<file path="src/rtl/fxp_avg_addsub_pkg.sv">
// Shared vector fixed-point definitions: averaging op codes, SEW and vxrm
// encodings, used by the add/sub front end and the rounding stage.
package fxp_avg_addsub_pkg;

  typedef enum logic [1:0] {
    OP_VAADDU = 2'b00,
    OP_VAADD  = 2'b01,
    OP_VASUBU = 2'b10,
    OP_VASUB  = 2'b11
  } avg_op_e;

  typedef enum logic [1:0] {
    SEW8  = 2'b00,
    SEW16 = 2'b01,
    SEW32 = 2'b10,
    SEW64 = 2'b11
  } sew_e;

  typedef enum logic [1:0] {
    VXRM_RNU = 2'b00,
    VXRM_RNE = 2'b01,
    VXRM_RDN = 2'b10,
    VXRM_ROD = 2'b11
  } vxrm_e;

  // op[0] selects signed interpretation, op[1] selects subtraction
  function automatic logic op_is_signed(input logic [1:0] op);
    return op[0];
  endfunction

  function automatic logic op_is_sub(input logic [1:0] op);
    return op[1];
  endfunction

  function automatic int unsigned sew_bits(input logic [1:0] sew);
    return 32'd8 << sew;
  endfunction

endpackage

</file>
<file path="src/rtl/fxp_avg_addsub_extend.sv">
// Combinational SEW-width element extension to DATA_WIDTH+1 bits; bits above
// the element are replaced by the sign (signed) or zero (unsigned).
module fxp_extend
  import fxp_avg_addsub_pkg::*;
#(
  parameter int DATA_WIDTH = 64
) (
  input  logic [DATA_WIDTH-1:0] data,
  input  logic [1:0]            sew,
  input  logic                  sgn,
  output logic [DATA_WIDTH:0]   ext
);

  localparam int IW = (DATA_WIDTH > 1) ? $clog2(DATA_WIDTH) : 1;

  int unsigned     w;
  logic [IW-1:0]   msb_idx;
  logic            fill;

  // Element width is clamped so narrow datapaths still see a valid MSB
  always_comb begin
    w = sew_bits(sew);
    if (w > DATA_WIDTH) w = DATA_WIDTH;
    msb_idx = IW'(w - 1);
    fill    = sgn & data[msb_idx];
  end

  for (genvar gi = 0; gi < DATA_WIDTH; gi++) begin : g_bit
    assign ext[gi] = (gi < w) ? data[gi] : fill;
  end
  assign ext[DATA_WIDTH] = fill;

endmodule

</file>
<file path="src/rtl/fxp_avg_addsub.sv">
// Averaging add/sub front end: S1 extends operands, S2 forms the unshifted
// DATA_WIDTH+1 sum/difference handed to the rounding stage.
module fxp_avg_addsub
  import fxp_avg_addsub_pkg::*;
#(
  parameter int DATA_WIDTH = 64
) (
  input  logic                  clk,
  input  logic                  rst,
  input  logic                  in_valid,
  output logic                  in_ready,
  input  logic [DATA_WIDTH-1:0] vs2,
  input  logic [DATA_WIDTH-1:0] vs1,
  input  logic [1:0]            op,
  input  logic [1:0]            sew,
  input  logic [1:0]            vxrm_in,
  output logic                  out_valid,
  input  logic                  out_ready,
  output logic [DATA_WIDTH:0]   result_out,
  output logic [1:0]            vxrm_out,
  output logic [1:0]            sew_out
);

  logic [DATA_WIDTH:0] ext_a, ext_b;
  logic [DATA_WIDTH:0] s1_a, s1_b;
  logic [1:0]          s1_op, s1_sew, s1_vxrm;
  logic                s1_valid;
  logic                s2_free;
  logic                s1_sub;
  logic [DATA_WIDTH:0] s2_d;

  fxp_extend #(.DATA_WIDTH(DATA_WIDTH)) u_ext_a (
    .data (vs2),
    .sew  (sew),
    .sgn  (op_is_signed(op)),
    .ext  (ext_a)
  );

  fxp_extend #(.DATA_WIDTH(DATA_WIDTH)) u_ext_b (
    .data (vs1),
    .sew  (sew),
    .sgn  (op_is_signed(op)),
    .ext  (ext_b)
  );

  // S2 slot can take a beat when empty or being drained this cycle
  assign s2_free  = ~out_valid | out_ready;
  assign in_ready = ~s1_valid | s2_free;

  always_ff @(posedge clk) begin
    if (rst) s1_valid <= 1'b0;
    else if (in_ready) s1_valid <= in_valid;
  end

  always_ff @(posedge clk) begin
    if (in_valid && in_ready) begin
      s1_a    <= ext_a;
      s1_b    <= ext_b;
      s1_op   <= op;
      s1_sew  <= sew;
      s1_vxrm <= vxrm_in;
    end
  end

  // Single adder: subtraction as A + ~B + 1
  assign s1_sub = op_is_sub(s1_op);
  assign s2_d   = s1_a + (s1_b ^ {(DATA_WIDTH+1){s1_sub}})
                + {{DATA_WIDTH{1'b0}}, s1_sub};

  always_ff @(posedge clk) begin
    if (rst) begin
      out_valid  <= 1'b0;
      result_out <= '0;
      vxrm_out   <= '0;
      sew_out    <= '0;
    end else if (s2_free) begin
      out_valid <= s1_valid;
      if (s1_valid) begin
        result_out <= s2_d;
        vxrm_out   <= s1_vxrm;
        sew_out    <= s1_sew;
      end
    end
  end

endmodule

</file>
<file path="config.mk">
export PLATFORM = sky130hd
export DESIGN_NAME = fxp_avg_addsub
export DESIGN_NICKNAME = d
export VERILOG_FILES = /design/src/rtl/fxp_avg_addsub_pkg.sv /design/src/rtl/fxp_avg_addsub_extend.sv /design/src/rtl/fxp_avg_addsub.sv
export SDC_FILE = /design/constraint.sdc
export NUM_CORES = 1
export LEC_CHECK = 0
export CORE_MARGIN = 3
export CORE_UTILIZATION = 38
export DETAILED_ROUTE_END_ITERATION = 7
export MAX_ROUTING_LAYER = met4
export PLACE_DENSITY = 0.6
export SLEW_MARGIN = 20
export SYNTH_ARGS = -nofsm -noshare
export SYNTH_HDL_FRONTEND = slang
export SYNTH_SLANG_ARGS = --single-unit
</file>
<file path="constraint.sdc">
create_clock -name clk -period 4.98 [get_ports clk]
set_input_delay 0.996 -clock clk [delete_from_list [all_inputs] [get_ports clk]]
set_output_delay 0.996 -clock clk [all_outputs]
set_load 0.02 [all_outputs]
</file>
# Word level (Yosys, flattened, before mapping)
# Cells that the tools add are included.
dict set report classes {
  n_mux 133
  shifts 1
  n_bitwise 7
  magnitude_cmp 66
  reduce_logical 2
  add_sub_neg 3
}
# op count
set op_table {}
lappend op_table {{< comparator 6 x 32 -> 1 bit (first input constant)} 32}
lappend op_table {{< comparator 5 x 32 -> 1 bit (first input constant)} 16}
lappend op_table {{< comparator 4 x 32 -> 1 bit (first input constant)} 8}
lappend op_table {{2-to-1 mux 1 bit} 130}
lappend op_table {{< comparator 3 x 32 -> 1 bit (first input constant)} 4}
lappend op_table {{adder 65 x 1 -> 65 bit} 1}
lappend op_table {{adder 65 bit} 1}
lappend op_table {{XOR 65 bit} 1}
lappend op_table {{< comparator 1 x 32 -> 1 bit (first input constant)} 2}
lappend op_table {{< comparator 2 x 32 -> 1 bit (first input constant)} 2}
lappend op_table {{> comparator 32 x 7 -> 1 bit (second input constant)} 1}
lappend op_table {{2-to-1 mux 32 bit} 1}
lappend op_table {{<< shifter 4 x 2 -> 32 bit (first input constant)} 1}
lappend op_table {{binary-select mux 1 bit (select 6 bit)} 2}
lappend op_table {{< comparator 6 x 7 -> 1 bit (second input constant)} 1}
lappend op_table {{subtractor 6 x 1 -> 6 bit (second input constant)} 1}
lappend op_table {{AND 1 bit} 2}
lappend op_table {{NOT 1 bit} 2}
lappend op_table {{OR 1 bit} 2}
lappend op_table {{AND reduction 2 bit} 1}
lappend op_table {{logical AND 1 bit} 1}
dict set report word_totals {
  elab_cells 222
  out_inout_bits 71
  register_bits 207
}

# Depth between registers and ports, before layout
# Gate-level depths: netlist of run 1.
dict set report logic_depth {
  ltp_word 8
  mapped_depth 15
  ltp_nobuf 12
}

# By module
# A second synthesis of run 1 with hierarchy kept.
dict set report hier_totals {
  hier_cells 1217
  hier_area_um2 12231.7
}
# module cells_per_inst seq_area_each_um2 n_inst area_each_um2
set by_module_without_submodules {}
lappend by_module_without_submodules {fxp_avg_addsub 1045 5475.3 1 10945.5}
lappend by_module_without_submodules {fxp_extend 86 0.0 2 643.1}

# Worst setup path before layout of run 1
# No wires, ideal clock.
dict set report synth_timing {
  path_type {input to register}
  from {input out_ready}
  to {register s1_a[0], enable pin}
  t_arrival_ps 4397
  path_stages 3
  t_required_ps 4470
  slack_ps 72
  path_buffers 0
  cell_sequence {nor2b_1 nand2_1 and2_1}
}
dict set report synth_between {
  elab_chain_cells 3
}
# element line
set synth_lines {}
lappend synth_lines {{start: declaration} fxp_avg_addsub.sv:18} ;# input logic out_ready,
lappend synth_lines {{OR 1 bit} fxp_avg_addsub.sv:47} ;# assign s2_free = ~out_valid | out_ready;
lappend synth_lines {{OR 1 bit} fxp_avg_addsub.sv:48} ;# assign in_ready = ~s1_valid | s2_free;
lappend synth_lines {{net in_ready} fxp_avg_addsub.sv:11} ;# output logic in_ready,
lappend synth_lines {{logical AND 1 bit} fxp_avg_addsub.sv:56} ;# if (in_valid && in_ready) begin
lappend synth_lines {{end signal: assignment} fxp_avg_addsub.sv:57} ;# s1_a <= ext_a;
lappend synth_lines {{end: declaration} fxp_avg_addsub.sv:25} ;# logic [DATA_WIDTH:0] s1_a, s1_b;
# The timed path passes the listed nets, and every way through them passes these cells.
# A chain may end at the register's enable or synchronous reset.

# Worst setup path after layout of run 1
dict set report layout_timing {
  from {register s1_op[1]}
  to {register result_out[45]}
}
dict set report layout_between {
  elab_chain_cells 3
}
# element line
set layout_lines {}
lappend layout_lines {{start: declaration} fxp_avg_addsub.sv:26} ;# logic [1:0] s1_op, s1_sew, s1_vxrm;
lappend layout_lines {{start signal: assignment} fxp_avg_addsub.sv:59} ;# s1_op <= op;
lappend layout_lines {{XOR 65 bit} fxp_avg_addsub.sv:67} ;# assign s2_d = s1_a + (s1_b ^ {(DATA_WIDTH+1){s1_sub}})
lappend layout_lines {{adder 65 bit} fxp_avg_addsub.sv:67}
lappend layout_lines {{adder 65 x 1 -> 65 bit (*)} fxp_avg_addsub.sv:68} ;# + {{DATA_WIDTH{1'b0}}, s1_sub};
lappend layout_lines {{end signal: assignment} fxp_avg_addsub.sv:73} ;# result_out <= '0;
lappend layout_lines {{end signal: assignment} fxp_avg_addsub.sv:79} ;# result_out <= s2_d;
lappend layout_lines {{end: declaration} fxp_avg_addsub.sv:19} ;# output logic [DATA_WIDTH:0] result_out,
# Mark *: on every way between the ends. The rest lies on a longest branch, timed or not.

==> out/metrics.yaml, run 1 <==
worst_setup_path:
  cp_data_arrival_time_ns: 4.40
  critPathKind: "flop to flop"
  endpoint_kind: "flop"
  worstPathRequired_ns: 5.42
  crit_fanout: 28
  critPathLaunchType: "flop"
run:
  cap_violations: 0
clock_tree:
  path_clk_slew_ns: 0.06
  cts_tree: "yes"
  clock-sinks: 206
  clock_latency_ns: 0.52
  numCtsBuffers: 24
  clockBufferDepth: 3
  cts-resized-gates: 0
  post_cts_buffers: 0
  clock-root-buffer: "clkbuf_16"
  cts-htree-levels: 1
  hold_buffers: 0
logic_synthesis:
  netlist_instances: 1325
  avgSynthCellArea_sq_um: 9.13
  yosysTopAreaCell: "edfxtp_1"
  synth_compound_area_frac: 0.169
  synth.distinct_cells: 69
  synth_adder_area_share: 0.0668
  synthSimpleGateAreaFrac: 0.179
  syn-cell-area_sq_um: 12100
  synth_top_area_frac: 0.335
  ys.flop_type: "edfxtp_1"
  synthXorXnorAreaFrac: 0.0898
  ys_seq_elements: 206
  ys_async_sr_fraction: 0
  synth_top_family_by_area: "simple AND/OR/NAND/NOR gates"
  ys_seq_area_frac: 0.453
  yosysWarnings: 0
  syn-num-nets: 1527
  synthMuxAreaShare: 0.00476
  synth_edf_count: 135
  ys_top_cells_by_area: "edfxtp_1, dfxtp_1, nand2_1"
global_routing:
  grt_antenna_before_repair: 0
  grt_max_degree: 80
  grtUsageTotal: 0.205
  gr-total-overflow: 0
  grt_pass1_vias: 9600
  grt_first_pass_wirelength_microns: 54300
sta:
  maxSlewHeadroom: 0.329
  rsz0062_at_grt: "false"
  timing.hold.ws_ns: 0.447
  drv_slew: 0
  period_share: 0.797
  setup_viol: 0
  fmax_mhz: 252
  min_period_ns: 3.97
  tightest_slew_ns: 1.00
  tns_ns: 0
  skew_ns: 0.0120
  hold_viol: 0
floorplanning:
  initial_core_util: 0.390
  ioPinCount: 209
  die_x_microns: 184
  num_rows: 64
  die_y_microns: 184
  core_sq_um: 31000
  die-area_sq_um: 34000
route:
  drt-vias-per-instance: 5.29
  first_pass_iters: 5
  drc: 0
  wirelength_microns: 34800
  first_iter_violations: 615
  vias: 9994
  wl_per_cell_microns: 18.4
  drtAntennaViolNets: 0
cells_and_area:
  num-nets-final: 1679
  area_growth_pct: 25.1
  fillers: 2915
  drive_above_1_share: 0.0495
  n_antenna_cell: 0
min_path:
  hp-class: "flop to flop"
placed_design:
  gp_congestion: 0.972
  io_buffers: 208
  dp_hpwl_microns: 26800
status:
  status: "complete, no violations"
pwr:
  p_leak_nw: 6.22
  power.total_mw: 5.46
  power.density_nw_per_um2: 361
  vdd_ir_drop_max_mv: 0.212
[report_power, final]
part / switching, mW / total [mW] / leakage [nW] / internal [mW]
combinational: 1.00 / 1.70 / 3.92 / 0.702
sequential: 0.0799 / 2.07 / 1.93 / 1.99
clock: 0.712 / 1.68 / 0.371 / 0.971
total: 1.79 / 5.46 / 6.22 / 3.67
[state kept, by name (all words and copies together) (netlist names)]
signal / cells
s1_op: 1
sew_out: 2
s1_valid: 1
vxrm_out: 2
s1_sew: 2
s1_vxrm: 2
result_out: 65
s1_b: 65
s1_a: 65
out_valid: 1
[kinds of logic after synthesis]
family | count (synthesis)
AND/OR/NAND/NOR | 493
AO/OA/AOI/OAI | 326
flip-flops | 206
XOR/XNOR | 124
buffers and inverters | 108
adder cells (fa/ha/maj) | 64
multiplexers | 4
[Yosys cell counts, drive strengths merged, types with 3 or more instances]
library cell	n
a211o	3
xor2	91
nand2	288
buf	20
inv	15
nor2	48
o21bai	11
a221oi	4
o21a	12
nand3	75
a21oi	133
dfxtp	71
nor4	6
or3	3
nand4	23
nand2b	9
and2	6
and3	8
a21o	51
a31oi	9
a21boi	4
nor2b	9
or2	4
o21ai	60
a211oi	9
xnor2	33
a22o	5
edfxtp	135
ha	63
clkbuf	72
o211ai	8
and4	3
nor3	6
[cell usage in the layout (no fill, tap or decap), drive strengths merged, types with 12 or more instances in the layout]
| cell type | n |
|---|---|
| nand2 | 288 |
| clkdlybuf4s50 | 205 |
| edfxtp | 135 |
| a21oi | 133 |
| xor2 | 91 |
| nand3 | 75 |
| dfxtp | 71 |
| ha | 63 |
| o21ai | 60 |
| a21o | 51 |
| nor2 | 48 |
| xnor2 | 33 |
| clkbuf | 25 |
| nand4 | 23 |
| inv | 18 |
| buf | 14 |
| clkinv | 13 |
| o21a | 12 |
[per-stage QoR]
stage	area, sq um	utilization	std cells	setup WS [ns]
6_report	15100	0.488	1891	1.01
5_1_grt	15100	0.488	1891	0.711
4_1_cts	15100	0.488	1891	0.994
3_5_place_dp	14400	0.464	1847	1.02
3_3_place_gp	14400	0.464	1847	1.04
2_1_floorplan	12100	-	1325	0.0722
[area by class of cell]
type,count,area (sq um),share of cell area
well taps,396,495,0.0327
clock inverters,19,139,0.00918
inverters,15,56.3,0.00372
flip-flops and latches,206,5480,0.362
multi-input cells,1011,6180,0.408
repair buffers,219,2160,0.143
clock buffers,25,626,0.0413
[per-layer routing]
| metal | global-route usage | vias to the layer above | wire [microns] |
|---|---|---|---|
| met2 | 0.281 | 322 | 14000 |
| met3 | 0.0213 | 38 | 1870 |
| li1 | - | 4986 | - |
| met5 | - | - | 0 |
| met1 | 0.328 | 4648 | 18400 |
| met4 | 0.0363 | 0 | 496 |
[final timing paths]
check                  from             end  slack [ns]  depth (start not counted)
min reg2reg  result_out[31]  result_out[31]        0.45                          2
max                s1_op[1]  result_out[45]        1.01                         12
max reg2reg        s1_op[1]  result_out[45]        1.01                         12
min          result_out[31]  result_out[31]        0.45                          2
[worst max-delay path, cell delays in order (launching register included)]
cell and delay (ns):
edfxtp_1 0.39, buf_4 0.44, xor2_1 0.13, ha_1 0.43
nand2_1 0.15, nor4_1 0.60, nand4_1 0.17, or3b_1 0.46
a2111o_1 0.50, nand3_1 0.12, xor2_1 0.23, nand2_1 0.08
a21oi_1 0.15
No activity file was read; power rests on OpenSTA's default activity.
==> run 2, diff against run 1 <==
==> constraint.sdc (replaced) <==
create_clock -name clk -period 3.6 [get_ports clk]
set_input_delay 0.72 -clock clk [delete_from_list [all_inputs] [get_ports clk]]
set_output_delay 0.72 -clock clk [all_outputs]
set_load 0.02 [all_outputs]
==> out/metrics.yaml, run 2 (synthesized netlist as in run 1, its figures left out) <==
min_path:
  hp-class: "flop to flop"
placed_design:
  gp_congestion: 0.911  # -6.3%
  io_buffers: 208  # unchanged
  dp_hpwl_microns: 27700  # +3.2%
  place_inst: 1956  # +5.9%
  placed_area_sq_um: 15200  # +5.8%
cells_and_area:
  drive_above_1_share: 0.151  # +0.101
  final_area_sq_um: 16500  # +9.0%
  num-nets-final: 1809  # +7.7%
  area_growth_pct: 36.4
  n_antenna_cell: 0  # unchanged
  fin_cells: 2021  # +6.9%
  final_cell_mix: "nand2_1, clkdlybuf4s50_1, edfxtp_1"
  mostFrequentLayoutCell: "nand2_1"
  fillers: 2848  # -2.3%
  reg.largest.list: "result_out (65), s1_a (65), s1_b (65)"
pwr:
  power.total_mw: 8.04  # +47%
  p_clk_frac: 0.292  # -0.016
  vdd_ir_drop_max_mv: 0.325  # +53%
  swShare: 0.322  # -0.00607
  power.density_nw_per_um2: 487  # +35%
  pwr-share-seq: 0.356  # -0.024
  p_comb_frac: 0.352  # +0.040
  p_int_mw: 5.45  # +49%
  p_leak_nw: 6.94  # +12%
  p_sw_mw: 2.59  # +45%
clock_tree:
  clock-root-buffer: "clkbuf_16"
  cts_tree: "yes"
  clockBufferDepth: 3  # unchanged
  path_clk_slew_ns: 0.06  # about the same
  numCtsBuffers: 24  # unchanged
  cts-htree-levels: 1  # unchanged
  hold_buffers: 0  # unchanged
  clock-sinks: 206  # unchanged
  clock_latency_ns: 0.52  # about the same
run:
  cap_violations: 0  # unchanged
worst_setup_path:
  endpoint_kind: "flop"
  crit_slowest_cell: "a2111o_1"
  r2r_slack_ns: 0.11  # -0.90 ns
  crit_buf_inv: 4  # +3
  worstPathRequired_ns: 4.02  # -1.40 ns
  critPathLaunchType: "flop"
  crit_top_cell: "buf_12"
  crit_family: "simple AND/OR/NAND/NOR gates"
  path_cells: "buf_12 > buf_12 > clkbuf_16 > xor2_2 > ha_1 > nand2_2 > nor4_4 > buf_4 > nand4_1 > or3b_4 > a2111o_1 > a31oi_1 > nand2b_1 > xor2_1 > a22o_1"
  crit_fanout: 6  # -79%
  cp_data_arrival_time_ns: 3.91  # -0.49 ns
  max_stage_delay_ns: 0.48  # -0.12 ns
  critPathKind: "flop to flop"
sta:
  tns_ns: 0  # unchanged
  min_period_ns: 3.49  # -0.477 ns
  period_share: 0.970  # +0.173
  hold_viol: 0  # unchanged
  fmax_mhz: 286  # +14%
  tightest_slew_ns: 0.809  # -0.196 ns
  timing.hold.ws_ns: 0.450  # +0.00245 ns
  setup_viol: 0  # unchanged
  rsz0062_at_grt: "true"
  maxSlewHeadroom: 0.459  # +0.130
  skew_ns: 0.0109  # -0.00114 ns
  drv_slew: 0  # unchanged
floorplanning:
  initial_core_util: 0.390  # unchanged
  die-area_sq_um: 34000  # unchanged
  die_y_microns: 184  # unchanged
  num_rows: 64  # unchanged
  die_x_microns: 184  # unchanged
  core_sq_um: 31000  # unchanged
  ioPinCount: 209  # unchanged
global_routing:
  grt_pass1_vias: 10100  # +5.3%
  grt_first_pass_wirelength_microns: 56100  # +3.3%
  grtUsageTotal: 0.214  # +0.00817
  gr-total-overflow: 0  # unchanged
  grt_max_degree: 72  # -10%
  grt_antenna_before_repair: 0  # unchanged
route:
  wirelength_microns: 36500  # +4.7%
  drtAntennaViolNets: 0  # unchanged
  drt-vias-per-instance: 5.18  # -2.0%
  wl_per_cell_microns: 18.0  # -2.0%
  vias: 10500  # +4.7%
  first_iter_violations: 677  # +10%
  drc: 0  # unchanged
  first_pass_iters: 7  # +2
status:
  status: "complete, no violations"
## run 2: final timing paths
check | endpoint | cells past startpoint | start
setup / recovery | result_out[49] | 15 | s1_op[1]
setup reg to reg | result_out[49] | 15 | s1_op[1]
hold / removal | result_out[13] | 2 | result_out[13]
hold reg to reg | result_out[13] | 2 | result_out[13]
## run 2: final cells by class
cell class / count / area (sq um) / share of cell area
inverters: 15 / 56.3 / 0.00341
flip-flops and latches: 206 / 5480 / 0.332
clock inverters: 11 / 91.3 / 0.00553
clock buffers: 33 / 676 / 0.0409
well taps: 396 / 495 / 0.0300
multi-input cells: 1011 / 6450 / 0.391
repair buffers: 349 / 3260 / 0.198
## run 2: worst register-to-register path: stages, from the launching register on
cell	delay, ns
edfxtp_1	0.41
buf_12	0.17
buf_12	0.15
clkbuf_16	0.17
xor2_2	0.15
ha_1	0.31
nand2_2	0.09
nor4_4	0.25
buf_4	0.16
nand4_1	0.07
or3b_4	0.43
a2111o_1	0.48
a31oi_1	0.16
nand2b_1	0.14
xor2_1	0.07
a22o_1	0.17
## run 2: repair_timing
| action | in CTS | in global routing |
|---|---|---|
| endpoints found under the setup margin | 26 | 35 |
| cloned | 2 | 2 |
| pin swaps | 3 | 32 |
| hold endpoints to repair | 0 | 0 |
| gates resized for setup | 16 | 48 |
| setup buffers | 4 | 13 |
## run 2: per-layer routing
| layer | GRT usage | wire length (microns) | vias up |
|---|---|---|---|
| met1 | 0.327 | 18400 | 4858 |
| met5 | - | 0 | - |
| met4 | 0.0384 | 537 | 0 |
| li1 | - | - | 5241 |
| met2 | 0.302 | 15200 | 329 |
| met3 | 0.0306 | 2280 | 35 |
## run 2: per-stage QoR
step / utilization / setup WS, ns
global placement: 0.490 / -0.251
floorplan: - / 0.0341
CTS: 0.521 / -0.0214
finish: 0.533 / 0.110
detailed placement: 0.490 / -0.248
global route: 0.533 / -0.0682
## run 2: power groups by stage
stage | combinational, mW | clock, mW | sequential [mW]
after floorplan | 1.46 | 0 | 2.99
after global placement | 2.63 | 0 | 2.91
after detailed placement | 2.63 | 0 | 2.91
after CTS | 2.69 | 2.41 | 2.86
after global routing | 3.08 | 2.51 | 2.88
final | 2.83 | 2.35 | 2.87
